$ cat src/rtl/pll_rst_seq_pkg.sv
// pll_rst_seq_pkg: shared state encoding and counter sizing for the PLL reset sequencer
package pll_rst_seq_pkg;
  typedef enum logic [2:0] {
    ST_PWRDN,
    ST_RESET,
    ST_WAIT_LOCK,
    ST_STABLE,
    ST_RUN,
    ST_FAIL
  } state_e;
  function automatic int cnt_width(input int a, input int b, input int c);
    int m;
    m = (a > b) ? a : b;
    m = (m > c) ? m : c;
    return (m < 2) ? 1 : $clog2(m);
  endfunction
endpackage

$ cat src/rtl/pll_rst_seq_if.sv
// pll_rst_seq_if: PLL control/status and downstream reset signals of the sequencer
interface pll_rst_seq_if;
  logic       pll_locked;
  logic       req_reset;
  logic       pwrdwn_req;
  logic       pll_rst;
  logic       pll_pwrdwn;
  logic       sys_rst;
  logic       locked_out;
  logic       timeout_err;
  logic [3:0] retry_cnt;
  modport slave (
    input  pll_locked, req_reset, pwrdwn_req,
    output pll_rst, pll_pwrdwn, sys_rst, locked_out, timeout_err, retry_cnt
  );
  modport master (
    output pll_locked, req_reset, pwrdwn_req,
    input  pll_rst, pll_pwrdwn, sys_rst, locked_out, timeout_err, retry_cnt
  );
endinterface

$ cat src/rtl/pll_rst_seq_sync_bit.sv
// sync_bit: multi-flop synchronizer for a single asynchronous level, clears to 0 on reset
module sync_bit #(
  parameter int STAGES = 2
) (
  input  logic clk,
  input  logic rst,
  input  logic d_i,
  output logic q_o
);
  logic [STAGES-1:0] sync_q;
  always_ff @(posedge clk or posedge rst)
    if (rst) sync_q <= '0;
    else sync_q <= {sync_q[STAGES-2:0], d_i};
  assign q_o = sync_q[STAGES-1];
endmodule

$ cat src/rtl/pll_rst_seq.sv
// pll_rst_seq: drives PLL reset/power-down, retries lock on timeout, releases SYS_RST after stable lock
module pll_rst_seq
  import pll_rst_seq_pkg::*;
#(
  parameter int RST_PULSE_CYCLES    = 16,
  parameter int LOCK_TIMEOUT_CYCLES = 65536,
  parameter int STABLE_CYCLES       = 256,
  parameter int MAX_RETRIES         = 4,
  parameter int SYNC_STAGES         = 2
) (
  input logic           clk,
  input logic           rst,
  pll_rst_seq_if.slave  bus
);
  localparam int CW = cnt_width(RST_PULSE_CYCLES, LOCK_TIMEOUT_CYCLES, STABLE_CYCLES);
  localparam logic [CW-1:0] PULSE_END = CW'(RST_PULSE_CYCLES - 1);
  localparam logic [CW-1:0] TO_END    = CW'(LOCK_TIMEOUT_CYCLES - 1);
  // the sample that moves WAIT_LOCK into STABLE is the first of the stable run
  localparam logic [CW-1:0] STB_END   = CW'(STABLE_CYCLES - 2);
  state_e          state_q, state_d;
  logic [CW-1:0]   cnt_q, cnt_d;
  logic [3:0]      retry_q, retry_d, retry_inc;
  logic            req_q, lk, rise, restart;
  logic            pll_rst_q, pwrdwn_q, sys_rst_q, locked_q, err_q;
  sync_bit #(.STAGES(SYNC_STAGES)) u_sync (
    .clk (clk),
    .rst (rst),
    .d_i (bus.pll_locked),
    .q_o (lk)
  );
  assign rise      = bus.req_reset & ~req_q;
  assign retry_inc = retry_q + 4'd1;
  always_comb begin
    state_d = state_q;
    retry_d = retry_q;
    restart = 1'b0;
    if (bus.pwrdwn_req) state_d = ST_PWRDN;
    else if (state_q == ST_PWRDN || rise) begin
      state_d = ST_RESET;
      retry_d = '0;
      restart = 1'b1;
    end else begin
      case (state_q)
        ST_RESET:     state_d = (cnt_q == PULSE_END) ? ST_WAIT_LOCK : ST_RESET;
        ST_WAIT_LOCK: begin
          if (lk) state_d = ST_STABLE;
          else if (cnt_q == TO_END) begin
            retry_d = retry_inc;
            state_d = (retry_inc == 4'(MAX_RETRIES)) ? ST_FAIL : ST_RESET;
          end
        end
        ST_STABLE: begin
          if (!lk) state_d = ST_WAIT_LOCK;
          else if (cnt_q == STB_END) begin
            state_d = ST_RUN;
            retry_d = '0;
          end
        end
        ST_RUN:       state_d = lk ? ST_RUN : ST_RESET;
        default:      state_d = state_q;
      endcase
    end
  end
  assign cnt_d = (restart || state_d != state_q) ? '0 : (&cnt_q ? cnt_q : cnt_q + CW'(1));
  always_ff @(posedge clk or posedge rst)
    if (rst) begin
      state_q   <= ST_RESET;
      cnt_q     <= '0;
      retry_q   <= '0;
      req_q     <= 1'b0;
      pll_rst_q <= 1'b1;
      pwrdwn_q  <= 1'b0;
      sys_rst_q <= 1'b1;
      locked_q  <= 1'b0;
      err_q     <= 1'b0;
    end else begin
      state_q   <= state_d;
      cnt_q     <= cnt_d;
      retry_q   <= retry_d;
      req_q     <= bus.req_reset;
      pll_rst_q <= state_d inside {ST_RESET, ST_FAIL, ST_PWRDN};
      pwrdwn_q  <= state_d == ST_PWRDN;
      sys_rst_q <= state_d != ST_RUN;
      locked_q  <= state_d == ST_RUN;
      err_q     <= state_d == ST_FAIL;
    end
  assign bus.pll_rst     = pll_rst_q;
  assign bus.pll_pwrdwn  = pwrdwn_q;
  assign bus.sys_rst     = sys_rst_q;
  assign bus.locked_out  = locked_q;
  assign bus.timeout_err = err_q;
  assign bus.retry_cnt   = retry_q;
endmodule

$ cat src/flat_wrapper.sv
// flat-port wrapper written by rule: the top's interface ports become plain ports
module pll_rst_seq_flat import pll_rst_seq_pkg::*;
#(
  parameter int RST_PULSE_CYCLES    = 16,
  parameter int LOCK_TIMEOUT_CYCLES = 65536,
  parameter int STABLE_CYCLES       = 256,
  parameter int MAX_RETRIES         = 4,
  parameter int SYNC_STAGES         = 2
)
  (clk, rst, bus_pll_locked, bus_req_reset, bus_pwrdwn_req, bus_pll_rst, bus_pll_pwrdwn, bus_sys_rst, bus_locked_out, bus_timeout_err, bus_retry_cnt);
  pll_rst_seq_if bus_i ();
  input logic clk;
  input logic rst;
  input wire logic [$bits(bus_i.pll_locked)-1:0] bus_pll_locked;
  input wire logic [$bits(bus_i.req_reset)-1:0] bus_req_reset;
  input wire logic [$bits(bus_i.pwrdwn_req)-1:0] bus_pwrdwn_req;
  output wire logic [$bits(bus_i.pll_rst)-1:0] bus_pll_rst;
  output wire logic [$bits(bus_i.pll_pwrdwn)-1:0] bus_pll_pwrdwn;
  output wire logic [$bits(bus_i.sys_rst)-1:0] bus_sys_rst;
  output wire logic [$bits(bus_i.locked_out)-1:0] bus_locked_out;
  output wire logic [$bits(bus_i.timeout_err)-1:0] bus_timeout_err;
  output wire logic [$bits(bus_i.retry_cnt)-1:0] bus_retry_cnt;
  assign bus_i.pll_locked = bus_pll_locked;
  assign bus_i.req_reset = bus_req_reset;
  assign bus_i.pwrdwn_req = bus_pwrdwn_req;
  assign bus_pll_rst = bus_i.pll_rst;
  assign bus_pll_pwrdwn = bus_i.pll_pwrdwn;
  assign bus_sys_rst = bus_i.sys_rst;
  assign bus_locked_out = bus_i.locked_out;
  assign bus_timeout_err = bus_i.timeout_err;
  assign bus_retry_cnt = bus_i.retry_cnt;
  pll_rst_seq #(.RST_PULSE_CYCLES(RST_PULSE_CYCLES), .LOCK_TIMEOUT_CYCLES(LOCK_TIMEOUT_CYCLES), .STABLE_CYCLES(STABLE_CYCLES), .MAX_RETRIES(MAX_RETRIES), .SYNC_STAGES(SYNC_STAGES)) u_core (.clk(clk), .rst(rst), .bus(bus_i));
endmodule
$ cat config.mk
export PLATFORM = sky130hd
export DESIGN_NAME = pll_rst_seq_flat
export DESIGN_NICKNAME = d
export VERILOG_FILES = /design/src/rtl/pll_rst_seq_pkg.sv /design/src/rtl/pll_rst_seq_if.sv /design/src/rtl/pll_rst_seq_sync_bit.sv /design/src/rtl/pll_rst_seq.sv /design/src/flat_wrapper.sv
export SDC_FILE = /design/constraint.sdc
export NUM_CORES = 1
export LEC_CHECK = 0
export ABC_AREA = 1
export BUFFER_PORTS_ARGS = -buffer_cell sky130_fd_sc_hd__buf_2
export CAP_MARGIN = 25
export CORE_MARGIN = 2
export CORE_UTILIZATION = 30
export DETAILED_ROUTE_END_ITERATION = 16
export SLEW_MARGIN = 15
export SYNTH_ARGS = -nofsm -noshare
export SYNTH_HDL_FRONTEND = slang
export SYNTH_HIERARCHICAL = 1
export SYNTH_SLANG_ARGS = --single-unit
$ cat constraint.sdc
create_clock -name clk -period 2.26 [get_ports clk]
set_input_delay 0.113 -clock clk [delete_from_list [all_inputs] [get_ports clk]]
set_output_delay 0.113 -clock clk [all_outputs]
set_load 0.01 [all_outputs]
* Word-level counts from Yosys, hierarchy flattened *
Cells that the tools add are included.

operators by class
  $add $sub $neg = 2
  multiply operators = 0
  divide/modulo/power cells = 0
  $lt $le $gt $ge = 0
  equality and inequality tests = 18
  shift-type cells = 0
  muxes and demuxes = 20
  bitwise operators = 3
  reduce and logical (&&, ||, !) cells = 8

operators by type and width
  operator                                                count
  2-to-1 mux 16 bit                                       2
  2-to-1 mux 3 bit                                        8
  2-to-1 mux 4 bit                                        5
  adder 16 x 1 -> 16 bit (second input constant)          1
  == test 16 bit (second input constant)                  1
  == test 16 x 4 -> 1 bit (second input constant)         1
  == test 16 x 8 -> 1 bit (second input constant)         1
  AND reduction 16 bit                                    1
  one-hot mux 3 bit (4 select lines)                      1
  == test 3 bit (second input constant)                   3
  one-hot mux 4 bit (2 select lines)                      1
  == test 3 x 1 -> 1 bit (second input constant)          2
  == test 3 x 2 -> 1 bit (second input constant)          2
  zero test 3 bit                                         2
  inequality test 3 x 1 -> 1 bit (second input constant)  2
  inequality test 3 x 2 -> 1 bit (second input constant)  2
  AND reduction 6 bit                                     1
  nonzero test 3 bit                                      2
  adder 4 x 1 -> 4 bit (second input constant)            1
  == test 4 x 3 -> 1 bit (second input constant)          1
  inequality test 3 bit                                   1
  inequality test 3 bit (second input constant)           1
  logical OR 1 bit                                        2
  2-to-1 mux 1 bit                                        2
  other kinds (4)                                         5

word-level totals
  flip-flop bits (word level) = 31
  latch bits = 0
  bits in writable memories = 0
  ROM bits = 0
  input bits = 5
  output and inout port bits = 9
  logic and storage cells = 61
  memories = 0

* Logic depth before layout (Yosys ltp) *
Gate-level depths: netlist of run 1.

  word-level depth = 11
  mapped depth = 17
  depth with buffers taken out = 16

* Cells and area by module *
Netlist of run 1, hierarchy kept.

modules (own cells, without submodules)
  module       times used  cells each  area an instance (um^2)  sequential area each (um^2)
  pll_rst_seq  1           228         1813.0                   729.4
  sync_bit     1           3           53.8                     50.0

* Worst setup path before layout of run 1 *
Ideal clock, no wire load.

  path type = register to register
  start point = register u_core.cnt_q[0]
  end point = register u_core.cnt_q[14]
  data arrival time = 1730 ps
  slack = 406 ps
  cell stages (with the launch flop) = 12
  period minus slack after synthesis = 1854 ps
  path through = dfrtp_1 > ha_1 > nand3_1 > inv_1 > nand2_1 > nor2_4 > nand2_1 > buf_4 > nand3_1 > nor4_1 > xnor2_1 > nor2_4

on the way
  word-level cells in the longest chain between the ends = 9
  elaborated cells between the ends (all ways) = 18
  those cells by class = 1 x add/sub; 5 x eq/ne; 10 x mux; 2 x reduce/logical

RTL lines
  element                                                                               line                                  source
  start, declared                                                                       pll_rst_seq.sv:21                     logic [CW-1:0] cnt_q, cnt_d;
  start signal, assigned                                                                pll_rst_seq.sv:78                     cnt_q <= cnt_d;
  == test 16 x 8 -> 1 bit / == test 16 bit (equally long branches)                      pll_rst_seq.sv:54, pll_rst_seq.sv:47
  2-to-1 mux 3 bit (on tied branches)                                                   pll_rst_seq.sv:54, pll_rst_seq.sv:47
  2-to-1 mux 3 bit (on tied branches)                                                   pll_rst_seq.sv:53, pll_rst_seq.sv:46
  one-hot mux 3 bit (4 select lines)                                                    pll_rst_seq.sv:43                     case (state_q)
  2-to-1 mux 3 bit                                                                      pll_rst_seq.sv:38                     else if (state_q == ST_PWRDN || rise) begin
  2-to-1 mux 3 bit                                                                      pll_rst_seq.sv:37                     if (bus.pwrdwn_req) state_d = ST_PWRDN;
  inequality test 3 bit                                                                 pll_rst_seq.sv:64                     assign cnt_d = (restart || state_d != state_q) ? '0 : (&cnt_q ? cnt_q : cnt_q + CW'(1));
  logical OR 1 bit                                                                      pll_rst_seq.sv:64
  inequality test 2 x 1 -> 1 bit (no line) / 2-to-1 mux 16 bit (equally long branches)  --

Parallel ways exist; a longest one is shown, timed or not. The select of a mux whose other input is x is not followed.
A chain may end at the register's enable or synchronous reset.

* Worst setup path after layout of run 1 *
  start point = register u_core.cnt_q[1]
  end point = register u_core.retry_q[3], in the netlist u_core/bus.retry_cnt[3]

on the way
  word-level cells in the longest chain between the ends = 3
  elaborated cells between the ends (all ways) = 5
  those cells by class = 4 x eq/ne; 1 x reduce/logical

RTL lines
  element                                                           line                                  source
  == test 16 x 8 -> 1 bit / == test 16 bit (equally long branches)  pll_rst_seq.sv:54, pll_rst_seq.sv:47
  inequality test 3 x 1 -> 1 bit (no line)                          --
  AND reduction 6 bit (no line) *                                   --
  end signal, assigned                                              pll_rst_seq.sv:79                     retry_q <= retry_d;
  end, declared                                                     pll_rst_seq.sv:22                     logic [3:0] retry_q, retry_d, retry_inc;

Mark *: on every way between the ends. The rest lies on a longest branch, timed or not.

==> results of run 1 <==
==> sequential cells by signal (all words and copies together), names as in the netlist, 2 cells and up <==
| signal | flops |
|---|---|
| u_core/state_q | 3 |
| u_core/cnt_q | 16 |
| u_core/bus.retry_cnt | 4 |
| u_core/u_sync/sync_q | 2 |
==> per-layer routing <==
layer  GRT usage  up-vias  share of wire
met4      0.0358        0         0.0091
met3      0.0298        5          0.033
li1            -      766              -
met2       0.188       20           0.47
met5           0        -              0
met1       0.148      705           0.48
==> kinds of logic after synthesis <==
group / Yosys count
AO/OA/AOI/OAI: 13
XOR/XNOR: 12
adder cells (fa/ha/maj): 3
buffers and inverters: 37
flip-flops: 31
multiplexers: 1
AND/OR/NAND/NOR: 134
==> final timing paths <==
kind | from | endpoint | slack (ps) | cells past startpoint
max in group asynchronous | rst | u_core/bus.pll_rst | 1470 | 4
worst min register to register | u_core/u_sync/sync_q[0] | u_core/u_sync/sync_q[1] | 360 | 0
min in group asynchronous | rst | u_core/u_sync/sync_q[1] | 240 | 3
worst max register to register | u_core/cnt_q[1] | u_core/bus.retry_cnt[3] | 200 | 12
worst min-delay path | bus_pwrdwn_req | u_core/bus.pll_pwrdwn | 20 | 1
worst max-delay path | u_core/cnt_q[1] | u_core/bus.retry_cnt[3] | 200 | 12
==> Yosys cell counts (all sizes together), types with 2 or more instances <==
cell    n
dfrtp  28
xnor2   3
ha      3
xor2    9
inv    34
dfstp   3
buf     2
nand4   5
o21ai   6
o22ai   3
nor2   42
nor3    2
nand2  67
a21oi   2
nand3  15
==> placed cells by master (no fill, tap or decap), types with 3 or more instances in the layout <==
cell	count
xnor2_1	3
nand4_1	5
nor2_2	5
o21ai_0	4
buf_4	4
dfstp_2	3
xor2_1	9
nor2_4	12
nand3_1	12
inv_2	4
dlygate4sd3_1	3
buf_2	13
clkbuf_1	3
inv_1	30
dfrtp_1	28
nand2_2	6
nand2_1	61
clkbuf_8	5
nor2_1	24
==> cell type report <==
cell class | instances | area share
multi-input cells | 163 | 0.437
flip-flops and latches | 31 | 0.354
repair buffers | 22 | 0.0711
inverters | 34 | 0.0580
well taps | 75 | 0.0427
clock buffers | 8 | 0.0364
==> power by group through the flow <==
stage | logic (uW) | clock network [uW] | registers, uW
4_1_cts | 215 | 433 | 611
3_3_place_gp | 207 | 0 | 620
5_1_grt | 252 | 457 | 616
3_5_place_dp | 210 | 0 | 621
6_report | 225 | 409 | 611
2_1_floorplan | 153 | 0 | 623
==> stage by stage <==
stage / total power [uW] / hold slack (ps) / instances
2_1_floorplan: 777 / -146 / 231
3_3_place_gp: 827 / -24.8 / 319
3_5_place_dp: 831 / -19.9 / 319
4_1_cts: 1260 / 16.4 / 330
5_1_grt: 1320 / 7.10 / 333
6_report: 1240 / 24.7 / 333
==> what timing repair did <==
| action | CTS | global route |
|---|---|---|
| endpoints found under the setup margin | 0 | 10 |
| endpoints found under the hold margin | 30 | 0 |
| resized for setup | 0 | 9 |
| buffers inserted | 0 | 3 |
| hold buffers | 3 | 0 |
==> results.json, run 1 <==
{
  "p_comb_frac": 0.181,
  "drc_errors": 0,
  "synth_top_family_by_area": "simple AND/OR/NAND/NOR gates",
  "cts_tree": "built",
  "detailed_place_hpwl_um": 2730,
  "grt_pass1_wl_um": 6580,
  "drive_gt1_frac": 0.244,
  "path_cells": "ha_2 > nand3_1 > inv_2 > nand2_2 > nor2_4 > nand2_1 > buf_6 > inv_2 > nand2_1 > a31oi_4 > buf_4 > o22ai_2",
  "diodes": 0,
  "fill_cells": 645,
  "slew_violations": 0,
  "synthSimpleGateAreaFrac": 0.369,
  "hold_path.class": "primary input to flip-flop",
  "final.period_utilization": 0.912,
  "die-area_mm2": 0.00687,
  "cellPowerDensity_mw_per_mm2": 566,
  "critPathKind": "flip-flop to flip-flop",
  "swShare": 0.286,
  "cp-end-kind": "flip-flop",
  "numPortBuffers": 13,
  "synth_edf_count": 0,
  "clk_pin_slew_ps": 60,
  "pin_count": 14,
  "multi_input_area_um2": 962,
  "ys_seq_area_frac": 0.418,
  "cp-start-kind": "flip-flop",
  "clk_path_buf_depth": 2,
  "viasPerCell": 4.49,
  "root_buffer": "clkbuf_8",
  "crit_family": "buffers and inverters",
  "synth.mux.area_fraction": 0.00536,
  "synth-compound-area-share": 0.0469,
  "setup_viol_count_final": 0,
  "finalWorstPathRequiredPeriod_ps": 2060,
  "grt_pass1_vias": 1480,
  "clock_sinks": 31,
  "grt_max_degree": 30,
  "async_reset_ff_frac": 1.00,
  "hold_violations": 0,
  "antenna_found_initial": 0,
  "gr-total-overflow": 0,
  "cap_violations": 0,
  "cts_buffers": 5,
  "synthesis.area_mm2": 0.00187,
  "synth_fa_ha_area_frac": 0.0201,
  "dr.pass1.iters": 4,
  "die_h_um": 82.9,
  "initial_core_util": 0.313,
  "slowest_delay_ps": 410,
  "ff_latch_area_um2": 779,
  "synth-xor-area-share": 0.0563,
  "finClkSkew_ps": 5.21,
  "tightest_slew_ps": 383,
  "required_ps": 2410,
  "synthesis.nets": 239,
  "crit_buf_inv": 4,
  "coreArea_mm2": 0.00596,
  "wirelength_um": 3720,
  "die_width_um": 82.9,
  "synthTopCellsByArea": "dfrtp_1 38%, nand2_1 12%, nor2_4 7.2%, inv_1 6.2%, nor2_1 4.8%",
  "netlist.area_leader.share": 0.375,
  "crit_path_max_fanout": 10,
  "worst_slack_ps": 200,
  "yosysTopAreaCell": "dfrtp_1",
  "fin_nets": 265,
  "timing.fmax_mhz": 485,
  "final_area_mm2": 0.00220,
  "setup_tns_ps": 0,
  "rows": 28,
  "area_growth_pct": 17.8,
  "syn_inst": 231,
  "gr-usage-all-layers": 0.115,
  "p_sw_uw": 356,
  "grt_setup_unrepaired": "false",
  "yosysUniqueCellTypes": 30,
  "status": "completed",
  "arrival_ps": 2210,
  "place_area_mm2": 0.00203,
  "num_vias": 1496,
  "routedWlPerCell_um": 11.2,
  "clockPowerShare": 0.329,
  "seqPwrFrac": 0.491,
  "utilization": 0.369,
  "slowest_stage": "dfrtp_1",
  "drt_iter0_markers": 70,
  "clock_latency_ps": 280,
  "gp_congestion": 0.832,
  "power.internal_uw": 889,
  "vdd.ir_drop.worst_v": 0.000253,
  "ys_seq_elements": 31,
  "avgSynthCellArea_um2": 8.08,
  "place_ws_ps": 118,
  "ys.flop_type": "dfrtp_1",
  "ant_nets": 0,
  "p_leak_uw": 0.00107,
  "slew-limit-headroom": 0.742,
  "cts_max_level": 2,
  "yosysWarnings": 6
}
Note: power is estimated with default switching activity, not from simulation.
==> inputs of run 2 (changes only) <==
Settings changed: GPL_TIMING_DRIVEN set to 0.
==> run 2 against run 1 <==
Compared with the run above:
- design area increased by 0.68%
- cell count increased by 0.30%
- maximum frequency is 0.56% higher
- critical path type unchanged
- largest cell class unchanged
==> results.json, run 2 (same netlist as run 1, synthesis figures left out) <==
{
  "required_ps": 2470,
  "gr-usage-all-layers": 0.109,
  "hold_end": "u_core/bus.pll_pwrdwn",
  "slew-limit-headroom": 0.580,
  "clock_sinks": 31,
  "rows": 28,
  "ant_nets": 0,
  "numPortBuffers": 13,
  "setup_tns_ps": 0,
  "critPathKind": "flip-flop to flip-flop",
  "root_buffer": "clkbuf_8",
  "vdd.ir_drop.worst_v": 0.000335,
  "swShare": 0.274,
  "die-area_mm2": 0.00687,
  "routedWlPerCell_um": 10.6,
  "p_sw_uw": 359,
  "hold_violations": 0,
  "grt_max_degree": 17,
  "dr.pass1.iters": 4,
  "largest_reg_flops": 16,
  "drt_iter0_markers": 83,
  "final.period_utilization": 0.906,
  "clk_pin_slew_ps": 60,
  "detailed_place_hpwl_um": 2690,
  "tightest_slew_ps": 630,
  "seqPwrFrac": 0.467,
  "arrival_ps": 2260,
  "pin_count": 14,
  "coreArea_mm2": 0.00596,
  "viasPerCell": 4.37,
  "antenna_found_initial": 0,
  "cts_buffers": 5,
  "largest-register": "u_core/cnt_q",
  "cts_tree": "built",
  "cts_max_level": 2,
  "num_vias": 1458,
  "fin_nets": 266,
  "grt_pass1_wl_um": 6200,
  "p_comb_frac": 0.171,
  "area_growth_pct": 18.6,
  "timing.fmax_mhz": 488,
  "wirelength_um": 3530,
  "mostFrequentLayoutCells": "61 x nand2_1, 30 x inv_1, 28 x dfrtp_1",
  "status": "completed",
  "initial_core_util": 0.313,
  "drive_gt1_frac": 0.243,
  "rr_startpoint": "u_core/cnt_q[0]",
  "slew_violations": 0,
  "die_h_um": 82.9,
  "grt_pass1_vias": 1406,
  "die_width_um": 82.9,
  "gp_congestion": 0.871,
  "finClkSkew_ps": 3.24,
  "gr-total-overflow": 0,
  "cellPowerDensity_mw_per_mm2": 591,
  "power.internal_uw": 949,
  "grt_setup_unrepaired": "false",
  "cap_violations": 0,
  "cp-end-kind": "flip-flop",
  "reg2regPathDepth": 16,
  "final_area_mm2": 0.00221,
  "place_area_mm2": 0.00204,
  "p_leak_uw": 0.00108,
  "crit_path_max_fanout": 10,
  "rr_endpoint": "u_core/cnt_q[14]",
  "clockPowerShare": 0.363,
  "drc_errors": 0,
  "cp-start-kind": "flip-flop",
  "diodes": 0,
  "worstHoldStart": "bus_pwrdwn_req",
  "clock_latency_ps": 280,
  "finalWorstPathRequiredPeriod_ps": 2050,
  "r2r_slack_ps": 210,
  "utilization": 0.372,
  "setup_viol_count_final": 0,
  "hold_depth": 2,
  "clk_path_buf_depth": 2,
  "p_total_uw": 1310,
  "hold_path.class": "primary input to flip-flop",
  "layout_commonest_cell": "nand2_1"
}
## run 2: power by group through the flow
stage	logic (uW)	registers (uW)	clock network, uW
final	223	610	474
after CTS	216	610	497
after detailed placement	211	621	0
after global routing	249	614	522
after global placement	205	620	0
after floorplan	153	623	0
## run 2: timing repair
| action | 4_1_cts | 5_1_grt |
|---|---|---|
| endpoints found under the setup margin | 0 | 14 |
| hold endpoints to repair | 19 | 0 |
| setup buffers | 0 | 3 |
| hold buffers | 3 | 0 |
| resized for setup | 0 | 6 |
## run 2: layer usage
layer,up-vias,part of all wire,GRT usage
li1,770,-,-
met1,664,0.51,0.148
met2,21,0.45,0.170
met3,3,0.032,0.0298
met4,0,0.0071,0.0313
met5,-,0,0
## run 2: critical path: stages, from the launching register on
cell     delay [ps]
dfrtp_1         400
ha_2            210
nand3_1         120
inv_2           100
nand2_2          70
nor2_4          130
nand2_1          70
nand2_1          60
nand2_1          60
nand3_2          90
nand2_2          70
nand2_1          60
nand2_1          50
nor2_2          120
nand2_4         110
buf_12          180
nor2_4           80
## run 2: layout make-up
cell class	count	area, um^2
tap	75	93.8
inverter	34	128
sequential	31	779
fill	628	3740
timing repair buffer	20	133
buffer	3	31.3
multi-input combinational	163	950
clock buffer	8	100
## run 2: worst max path at each step
stage,slack (ps),to,start
finish,210,u_core/cnt_q[14],u_core/cnt_q[0]
global placement,110,u_core/cnt_q[14],u_core/cnt_q[0]
detailed placement,80,u_core/bus.retry_cnt[0],u_core/cnt_q[1]
floorplan,410,u_core/cnt_q[14],u_core/cnt_q[0]
global route,20,u_core/cnt_q[14],u_core/cnt_q[0]
CTS,60,u_core/bus.retry_cnt[0],u_core/cnt_q[1]
## run 2: through the flow
| stage | instances | setup slack [ps] | hold slack, ps |
|---|---|---|---|
| floorplan | 231 | 406 | -146 |
| detailed placement | 320 | 79.3 | -21.5 |
| global placement | 319 | 107 | -23.6 |
| global route | 334 | 18.0 | 82.7 |
| finish | 334 | 211 | 94.7 |
| CTS | 331 | 60.9 | 82.8 |
